**config.mk**
```make
export PLATFORM = sky130hd
export DESIGN_NAME = fetch_queue
export DESIGN_NICKNAME = d
export VERILOG_FILES = /design/src/rtl/fetch_queue.sv
export SDC_FILE = /design/constraint.sdc
export NUM_CORES = 1
export LEC_CHECK = 0
export ABC_AREA = 0
export BUFFER_PORTS_ARGS = -buffer_cell sky130_fd_sc_hd__clkbuf_2
export CORE_MARGIN = 2
export CORE_UTILIZATION = 45
export DETAILED_ROUTE_END_ITERATION = 8
export SKIP_CTS_REPAIR_TIMING = 1
export SYNTH_ARGS = -nofsm -noshare
export SYNTH_HDL_FRONTEND = slang
export SYNTH_SLANG_ARGS = --single-unit
```
**constraint.sdc**
```tcl
create_clock -name clk -period 3.2 [get_ports clk]
set_clock_uncertainty 0.1 [all_clocks]
set_input_delay 0.32 -clock clk [delete_from_list [all_inputs] [get_ports clk]]
set_output_delay 0.32 -clock clk [all_outputs]
set_load 0.005 [all_outputs]
```
**src/rtl/fetch_queue.sv**
```systemverilog
// Fetch-to-Decode instruction buffer: in-order circular queue with valid/ready on both sides.
// Optional same-cycle bypass into an empty queue is enabled by defining FETCH_QUEUE_BYPASS_EN.
module fetch_queue #(
  parameter int ADDR_WIDTH = 32,
  parameter int DEPTH      = 4
) (
  input  logic                          clk,
  input  logic                          rst,
  input  logic                          flush,
  input  logic                          in_valid,
  input  logic [ADDR_WIDTH-1:2]         in_addr,
  input  logic [31:0]                   in_insn,
  output logic                          in_ready,
  output logic                          out_valid,
  output logic [ADDR_WIDTH-1:2]         out_addr,
  output logic [31:0]                   out_insn,
  input  logic                          out_ready,
  output logic [$clog2(DEPTH+1)-1:0]    count,
  output logic                          overflow
);

  localparam int INSN_WIDTH = 32;
  localparam int PTR_W      = $clog2(DEPTH);
  localparam int CNT_W      = $clog2(DEPTH+1);

  logic [PTR_W-1:0]      wr_ptr_q, wr_ptr_d;
  logic [PTR_W-1:0]      rd_ptr_q, rd_ptr_d;
  logic [CNT_W-1:0]      count_q, count_d;
  logic                  overflow_q, overflow_d;
  logic [ADDR_WIDTH-1:2] addr_mem_q [DEPTH];
  logic [ADDR_WIDTH-1:2] addr_mem_d [DEPTH];
  logic [INSN_WIDTH-1:0] insn_mem_q [DEPTH];
  logic [INSN_WIDTH-1:0] insn_mem_d [DEPTH];

  logic full, empty, push, pop, byp_take;

  assign full     = (count_q == CNT_W'(DEPTH));
  assign empty    = (count_q == '0);
  assign in_ready = !full;
  assign count    = count_q;
  assign overflow = overflow_q;

  // Queue pop only ever advances rd_ptr on a real stored entry.
  assign pop = !empty && out_ready && !flush;

`ifdef FETCH_QUEUE_BYPASS_EN
  logic byp;
  assign byp       = empty && in_valid && !flush;
  assign byp_take  = byp && out_ready;
  assign out_valid = !empty || byp;
  assign out_addr  = byp ? in_addr : addr_mem_q[rd_ptr_q];
  assign out_insn  = byp ? in_insn : insn_mem_q[rd_ptr_q];
`else
  assign byp_take  = 1'b0;
  assign out_valid = !empty;
  assign out_addr  = addr_mem_q[rd_ptr_q];
  assign out_insn  = insn_mem_q[rd_ptr_q];
`endif

  // A bypassed entry that Decode takes immediately is never stored.
  assign push = in_valid && in_ready && !flush && !byp_take;

  always_comb begin
    wr_ptr_d   = wr_ptr_q;
    rd_ptr_d   = rd_ptr_q;
    count_d    = count_q;
    overflow_d = overflow_q;
    addr_mem_d = addr_mem_q;
    insn_mem_d = insn_mem_q;

    if (flush) begin
      wr_ptr_d = '0;
      rd_ptr_d = '0;
      count_d  = '0;
    end else begin
      if (push) begin
        addr_mem_d[wr_ptr_q] = in_addr;
        insn_mem_d[wr_ptr_q] = in_insn;
        wr_ptr_d             = wr_ptr_q + PTR_W'(1);
      end
      if (pop) begin
        rd_ptr_d = rd_ptr_q + PTR_W'(1);
      end
      case ({push, pop})
        2'b10:   count_d = count_q + CNT_W'(1);
        2'b01:   count_d = count_q - CNT_W'(1);
        default: count_d = count_q;
      endcase
    end

    if (in_valid && full && !flush) begin
      overflow_d = 1'b1;
    end
  end

  always_ff @(posedge clk or negedge rst) begin
    if (!rst) begin
      wr_ptr_q   <= '0;
      rd_ptr_q   <= '0;
      count_q    <= '0;
      overflow_q <= 1'b0;
      for (int i = 0; i < DEPTH; i++) begin
        addr_mem_q[i] <= '0;
        insn_mem_q[i] <= '0;
      end
    end else begin
      wr_ptr_q   <= wr_ptr_d;
      rd_ptr_q   <= rd_ptr_d;
      count_q    <= count_d;
      overflow_q <= overflow_d;
      addr_mem_q <= addr_mem_d;
      insn_mem_q <= insn_mem_d;
    end
  end

endmodule

```
; Word level (Yosys, flattened, before mapping)
; Index checks and enable logic that the tools add are counted.
[classes]
n_reduce_logical = 15
n_bitwise = 3
order_cmp = 3
eq_ne = 3
n_mux = 18
addsub = 4
[ops]
columns = op, n
row1 = bitwise mux 128 bit, 1
row2 = bitwise mux 120 bit, 1
row3 = 2-to-1 mux 32 bit, 3
row4 = 2-to-1 mux 30 bit, 3
row5 = binary-select mux 32 bit (select 2 bit), 1
row6 = demux 32 bit (select 2 bit), 1
row7 = binary-select mux 30 bit (select 2 bit), 1
row8 = demux 30 bit (select 2 bit), 1
row9 = 2-to-1 mux 2 bit, 4
row10 = logical AND 1 bit, 7
row11 = ">= comparator 3 bit, second input constant", 2
row12 = NOT 2 -> 3 bit, 2
row13 = one-hot mux 3 bit (2 select lines), 1
row14 = "adder 2 x 1 -> 2 bit, second input constant", 2
row15 = nonzero test 2 bit, 2
row16 = "adder 3 x 1 -> 3 bit, second input constant", 1
row17 = "== test 3 bit, second input constant", 1
row18 = zero test 1 bit, 3
row19 = zero test 3 bit, 1
row20 = "less-than comparator 3 x 1 -> 1 bit, second input constant", 1
row21 = 2-to-1 mux 3 bit, 1
row22 = nonzero test 3 bit, 1
row23 = "subtractor 3 x 1 -> 3 bit, second input constant", 1
row24 = "== test 2 x 1 -> 1 bit, second input constant", 1
row25 = other kinds (3), 3
[totals]
inputBits = 67
word_cells = 58
ff_bits = 256
out_inout_bits = 68

; Depth between registers and ports, before layout
; Gate-level depths: netlist of run 1.
[logic_depth]
ltp_word = 7
ltp_mapped = 7
mapped_depth_nobuf = 6

; Worst setup path before layout of run 1
; Ideal clock, no wire load.
[synth_timing]
path_type = register -> register
startpoint = register count_q[0], in the netlist count[0]
endpoint = register count_q[2], in the netlist count[2]
setup_time_ns = 0.082
path_buffers = 1
slack_ns = 0.928
arrival_time_ns = 2.090
stages_incl_launch_ff = 8
period_less_slack_ns = 2.272
t_required_ns = 3.018
cell_sequence = dfrtp_1 clkbuf_1 o31ai_1 nor3_1 fa_1 nand2b_1 or4_1 a31oi_1
[synth_via]
elab_chain_len = 7
word_cells_on_any_way = 15
cone_classes = add/sub: 2 / eq/ne: 3 / mux: 2 / reduce/logical: 8
[synth_rtl]
columns = item, line_no
row1 = start: declaration, 28  ; logic [CNT_W-1:0] count_q, count_d;
row2 = start signal: assignment, 109  ; count_q <= count_d;
row3 = == test 3 bit or zero test 3 bit (tied branches), "37, 38"
row4 = "zero test 1 bit, on equally long branches", "39, 44"
row5 = "logical AND 1 bit, on equally long branches (2 in a row)", "61, 44"
row6 = == test 2 x 1 -> 1 bit or == test 2 bit (tied branches), 84  ; case ({push, pop})
row7 = one-hot mux 3 bit (2 select lines), 84
row8 = 2-to-1 mux 3 bit, 71  ; if (flush) begin
; Parallel ways exist; a longest one is shown, timed or not.
; A chain may end at the register's enable or synchronous reset.

; Worst setup path in the final report of run 1
[layout_timing]
startpoint = register rd_ptr_q[0]
endpoint = output port out_insn[20]
[layout_via]
elab_chain_len = 4
[layout_rtl]
columns = item, line_no
row1 = start: declaration, 27  ; logic [PTR_W-1:0] rd_ptr_q, rd_ptr_d;
row2 = start signal: assignment, 108  ; rd_ptr_q <= rd_ptr_d;
row3 = NOT 2 -> 3 bit (not written as such), 57  ; assign out_insn = insn_mem_q[rd_ptr_q];
row4 = binary-select mux 32 bit (select 2 bit), 57
row5 = 2-to-1 mux 32 bit (not written as such) (2 in a row), 57
row6 = end: declaration, 16  ; output logic [31:0] out_insn,
; Every way passes these cells. The select of a mux whose other input is x is not followed.

==> impl_metrics.ini, run 1 <==
[status]
run_status = complete, no violations

[final_layout]
final_antenna_diode_count = 0
most-common-layout-cells = dfrtp_1, mux2_2, clkbuf_2
synthToLayoutAreaGrowth_pct = 22.3
finish.utilization_pct = 56.0
layout_commonest_cell = dfrtp_1
final_cell_area_um2 = 14100
final_nets = 936
drive_above_1_share_pct = 57.9

[placement]
port-buffer-count = 134
place_area_um2 = 12600
detailed_place_hpwl_um = 15400
gp_congestion = 0.727

[grt]
global_route_wire_length_before_repair_um = 39000
number_of_antenna_violations_at_the_first_check_in_global_routing = 0
maximum_number_of_pins_on_one_net_before_global_route_repair = 97
combined_global_route_utilization_of_all_metal_layers_pct = 18.5
via_count_of_the_first_global_routing_pass = 7036
overflow = 0

[clock_network]
clock_sinks = 256
clk_pin_slew_worst_paths_ns = 0.06
cts_made_buffers = 28
ctsRootBufferMaster = clkbuf_16
max-clock-path-buffers = 3
h-tree-depth = 1
clock_insertion_delay_worst_skew_ns = 0.53
cts_tree = done

[timing]
final.setup.tns_ns = 0
hold_viol = 0
fmax_mhz = 355
fin_crit_sh_pct = 88.0
timing_max_transition_violations_final = 0
timing.max_slew.rel_slack_pct = 50.1
final.min_clock_period_ns = 2.82
worst_hold_slack_ns = 0.0148
grt_setup_unrepaired = false
setup_violations = 0
worst_slew_pin_slew_ns = 0.749

[critical_path]
type_of_the_worst_setup_path = reg2out
timing.critical_path.to_type = output pin
timing.critical_path.required_ns = 2.78
crit_path_start_kind = flip-flop
cp.arrival_ns = 2.40
timing.critical_path.fanout_max = 28

[synth]
synthMuxAreaShare_pct = 38.3
yosys.area.top_type = dfrtp_1
postSynth.asyncResetShare_pct = 100
synthCells = 665
syn_avg_cell_area_um2 = 17.3
synth_fa_ha_area_share_pct = 0.607
yosysTopAreaCellShare_pct = 55.5
synth_edf_count = 0
synth-simple-area-share_pct = 1.39
seq_area_frac_synth_pct = 55.5
largest_cells_by_area_after_synthesis = dfrtp_1, mux2_2, mux4_2
synthesized_net_count = 737
synthesis.area_um2 = 11500
dominantRegCellSynth = dfrtp_1
yosys_warnings = 0
area_fraction_in_compound_gates_after_synthesis_pct = 1.01
synth_top_family_by_area = multiplexers
synth_seq_cells = 256
synthXorXnorAreaFrac_pct = 0.228
ys_types = 40

[route]
drt-vias-per-instance = 5.35
dr_total_vias = 6473
route.detailed.wl_per_inst_um = 20.2
routed_wirelength_um = 24500
antenna_left = 0
drt_first_pass_iters = 4
drc_errors = 0
drt_iter0_markers = 314

[floorplanning]
floorplan.die.height_um = 164
initial_cell_density_of_the_core_pct = 45.8
core.rowCount = 58
ioPinCount = 135
core_region_area_um2 = 25200
chipWidth_um = 164
floorplan.die_area_um2 = 26900

[pwr]
peakVddDrop_uv = 447
power_per_cell_area_nw_per_um2 = 725
totalPowerFinal_uw = 10200
static-leakage-power_uw = 0.00642

[hold_path]
hp-class = in2reg

[run]
max_cap_violations = 0
state kept, by name (all words and copies together), names as in the netlist:
register	cells
insn_mem_q	128
addr_mem_q	120
count	3
rd_ptr_q	2
wr_ptr_q	2
overflow	1
path summary, 6_finish.rpt:
check / start / to / slack (ns) / cells after the start
worst min register to register: overflow$_DFFE_PN0P_ / overflow$_DFFE_PN0P_ / 0.37 / 1
worst max-delay path: rd_ptr_q[0]$_DFFE_PN0P_ / out_insn[20] / 0.38 / 3
worst max register to register: count[1]$_DFFE_PN0P_ / count[2]$_DFFE_PN0P_ / 0.80 / 6
max in group asynchronous: rst / insn_mem_q[49]$_DFFE_PN0P_ / 1.75 / 3
worst min-delay path: flush / rd_ptr_q[0]$_DFFE_PN0P_ / 0.01 / 2
min in group asynchronous: rst / addr_mem_q[94]$_DFFE_PN0P_ / 0.31 / 2
cell usage after synthesis, types with 2 or more instances:
cell	count
a21oi_1	2
o21ai_0	4
mux2_4	60
nand3_1	4
xor2_1	2
nor2b_1	2
dfrtp_1	256
nand3_2	3
nor2_1	6
a31oi_1	2
ha_1	4
buf_12	7
buf_2	27
inv_1	3
clkbuf_1	10
mux4_2	62
mux2_2	188
cells by family after synthesis:
kind of cell,count (synthesis)
XOR/XNOR,3
buffers and inverters,50
adder cells (fa/ha/maj),5
AND/OR/NAND/NOR,24
flip-flops,256
AO/OA/AOI/OAI,17
multiplexers,310
through the flow:
stage	setup slack [ns]	cells
floorplan	0.928	665
global placement	0.598	1101
detailed placement	0.512	1101
CTS	0.310	1148
global route	0.246	1211
finish	0.383	1211
critical path, cell delays in order (launching register included):
cell and delay (ns):
dfrtp_4 0.87, buf_4 0.32, mux4_2 0.52, clkbuf_2 0.13
power breakdown:
group	switching [µW]	total, µW	internal, µW	leakage, µW
Combinational	789	2380	1600	0.00276
Sequential	514	4660	4150	0.00322
Clock	1220	3180	1970	0.000447
Total	2520	10200	7710	0.00642
per-layer routing:
metal	share of wire (%)	global-route usage, %	wire length (µm)	vias up
li1	-	-	-	2884
met3	5.3	4.17	1290	30
met4	1.6	3.71	386	0
met5	0	0	0	-
met1	43	24.7	10600	3422
met2	50	31.4	12300	137
area by class of cell:
| class | count | area (µm²) |
|---|---|---|
| Fill cell | 2017 | 11100 |
| Sequential cell | 256 | 6410 |
| Multi-Input combinational cell | 359 | 4810 |
| Timing Repair Buffer | 215 | 1550 |
| Clock buffer | 45 | 856 |
| Tap cell | 330 | 413 |
| Clock inverter | 2 | 60.1 |
| Inverter | 4 | 15.0 |
Note: power is estimated with default switching activity, not from simulation.
==> run 2: changes to the inputs <==
==> constraint.sdc (replaced) <==
create_clock -name clk -period 3.2 [get_ports clk]
set_clock_uncertainty 0.1 [all_clocks]
set_input_delay 0.32 -clock clk [delete_from_list [all_inputs] [get_ports clk]]
set_output_delay 0.32 -clock clk [all_outputs]
set_load 0.02 [all_outputs]
==> run 2 against run 1 <==
  * Worst hold slack worse by 0.011 ns
  * Total power up 4.6%
  * Highest routed layer unchanged
  * First-iteration DRC count up 2.2%
  * Largest power group unchanged
  * Largest cell class unchanged
==> impl_metrics.ini, run 2 (synthesized netlist as in run 1, its figures left out) <==
[route]
antenna_left = 0
drt_iter0_markers = 321
dr_total_vias = 6604
routed_wirelength_um = 24800
drt_first_pass_iters = 4
route.detailed.wl_per_inst_um = 20.3
drt-vias-per-instance = 5.42
drc_errors = 0

[timing]
timing.max_slew.rel_slack_pct = 50.1
grt_setup_unrepaired = false
fin_crit_sh_pct = 84.6
final.setup.tns_ns = 0
fin_ws_ns = 0.493
final.min_clock_period_ns = 2.71
fmax_mhz = 369
worst_slew_pin_slew_ns = 0.748
hold_viol = 0
worst_hold_slack_ns = 0.00425
setup_violations = 0
timing_max_transition_violations_final = 0

[grt]
number_of_antenna_violations_at_the_first_check_in_global_routing = 0
most_heavily_used_metal_layer_in_global_routing = met2
global_route_wire_length_before_repair_um = 39500
overflow = 0
globalRouteMet2Util_pct = 31.3
grt_util_met3_pct = 4.04
combined_global_route_utilization_of_all_metal_layers_pct = 18.7
grt.met1_usage_pct = 25.3
via_count_of_the_first_global_routing_pass = 7190
maximum_number_of_pins_on_one_net_before_global_route_repair = 94

[critical_path]
type_of_the_worst_setup_path = reg2out
timing.critical_path.required_ns = 2.78
cp.arrival_ns = 2.29
crit_path_start_kind = flip-flop
worst_setup_path_startpoint = rd_ptr_q[0]$_DFFE_PN0P_
timing.critical_path.fanout_max = 19
critical_path.reg2reg.endpoint = count[2]$_DFFE_PN0P_
worstSetupEndpoint = out_insn[18]
regToRegStartpoint = count[1]$_DFFE_PN0P_
timing.critical_path.to_type = output pin
rrSetupSlack_ns = 0.77
r2r_cells = 6

[run]
max_cap_violations = 0

[floorplanning]
core.rowCount = 58
floorplan.die.height_um = 164
core_region_area_um2 = 25200
ioPinCount = 135
floorplan.die_area_um2 = 26900
chipWidth_um = 164
initial_cell_density_of_the_core_pct = 45.8

[placement]
place_worst_setup_slack_ns = 0.763
gp_congestion = 0.772
port-buffer-count = 134
detailed_place_hpwl_um = 15700

[pwr]
net-switching-power_uw = 2890
peakVddDrop_uv = 421
pwr-share-clk_pct = 30.9
static-leakage-power_uw = 0.00648
comb_power_share_pct = 25.7
share_of_total_power_in_sequential_cells_pct = 43.4
p_sw_share_pct = 27.0
power_per_cell_area_nw_per_um2 = 753
cell_internal_pwr_uw = 7800

[final_layout]
synthToLayoutAreaGrowth_pct = 23.0
layout_commonest_cell = dfrtp_1
drive_above_1_share_pct = 58.8
regMostFlops = insn_mem_q
final_nets = 940
most-common-layout-cells = dfrtp_1, mux2_2, clkbuf_2
final_antenna_diode_count = 0
finish.utilization_pct = 56.4
flip_flop_count_of_the_largest_register_all_copies_and_words_added = 128
n_fill_cell = 1954

[clock_network]
clock_sinks = 256
ctsRootBufferMaster = clkbuf_16
clk_pin_slew_worst_paths_ns = 0.06
clock_insertion_delay_worst_skew_ns = 0.53
h-tree-depth = 1
cts_made_buffers = 28
cts_tree = done
max-clock-path-buffers = 3

[status]
run_status = complete, no violations

[hold_path]
hp-class = in2reg
[run 2: changes by cell type in the layout (fill, tap and decap cells not counted)]
| cell | before | now |
|---|---|---|
| clkbuf_1 | 9 | 5 |
| dlygate4sd3_1 | 63 | 62 |
| clkbuf_8 | 7 | 11 |
| clkinv_2 | 0 | 3 |
| buf_4 | 10 | 15 |
[run 2: layer usage]
layer / vias up / part of all wire, %
met5: - / 0
met4: 0 / 2.0
met3: 37 / 4.5
met2: 137 / 50
met1: 3539 / 44
li1: 2891 / -
[run 2: metrics by stage]
step | instance area, µm² | cells | power [µW]
after floorplan | 11500 | 665 | 6570
after global placement | 12600 | 1106 | 7250
after detailed placement | 12600 | 1106 | 7430
after CTS | 13600 | 1156 | 10800
after global routing | 14200 | 1218 | 11200
final | 14200 | 1218 | 10700
[run 2: area by class of cell]
| type | count | area [µm²] | area share (%) |
|---|---|---|---|
| Sequential cell | 256 | 6410 | 45.2 |
| Multi-Input combinational cell | 359 | 4810 | 33.9 |
| Timing Repair Buffer | 219 | 1570 | 11.1 |
| Clock buffer | 45 | 896 | 6.31 |
| Tap cell | 330 | 413 | 2.91 |
| Clock inverter | 5 | 75.1 | 0.529 |
| Inverter | 4 | 15.0 | 0.106 |
[run 2: how the worst min path moves through the flow]
stage	depth (start not counted)	startpoint	slack, ns	endpoint
finish	2	in_addr[16]	0.004	addr_mem_q[74]$_DFFE_PN0P_
global route	2	in_addr[16]	0.01	addr_mem_q[74]$_DFFE_PN0P_
CTS	1	rst	-0.27	addr_mem_q[34]$_DFFE_PN0P_
detailed placement	1	rst	0.30	addr_mem_q[94]$_DFFE_PN0P_
global placement	1	rst	0.27	addr_mem_q[64]$_DFFE_PN0P_
floorplan	0	rst	-0.08	addr_mem_q[0]$_DFFE_PN0P_
[run 2: worst max-delay path, stage by stage, from the launching register on]
cell and delay, ns:
dfrtp_4 0.69, buf_4 0.34, mux4_2 0.56, clkbuf_2 0.18
[run 2: power by group through the flow]
stage | Clock [µW] | Combinational, µW | Sequential, µW
after CTS | 3400 | 2730 | 4650
after floorplan | 0 | 2080 | 4490
after detailed placement | 0 | 2730 | 4690
final | 3300 | 2750 | 4640
after global routing | 3530 | 2950 | 4760
after global placement | 0 | 2640 | 4610
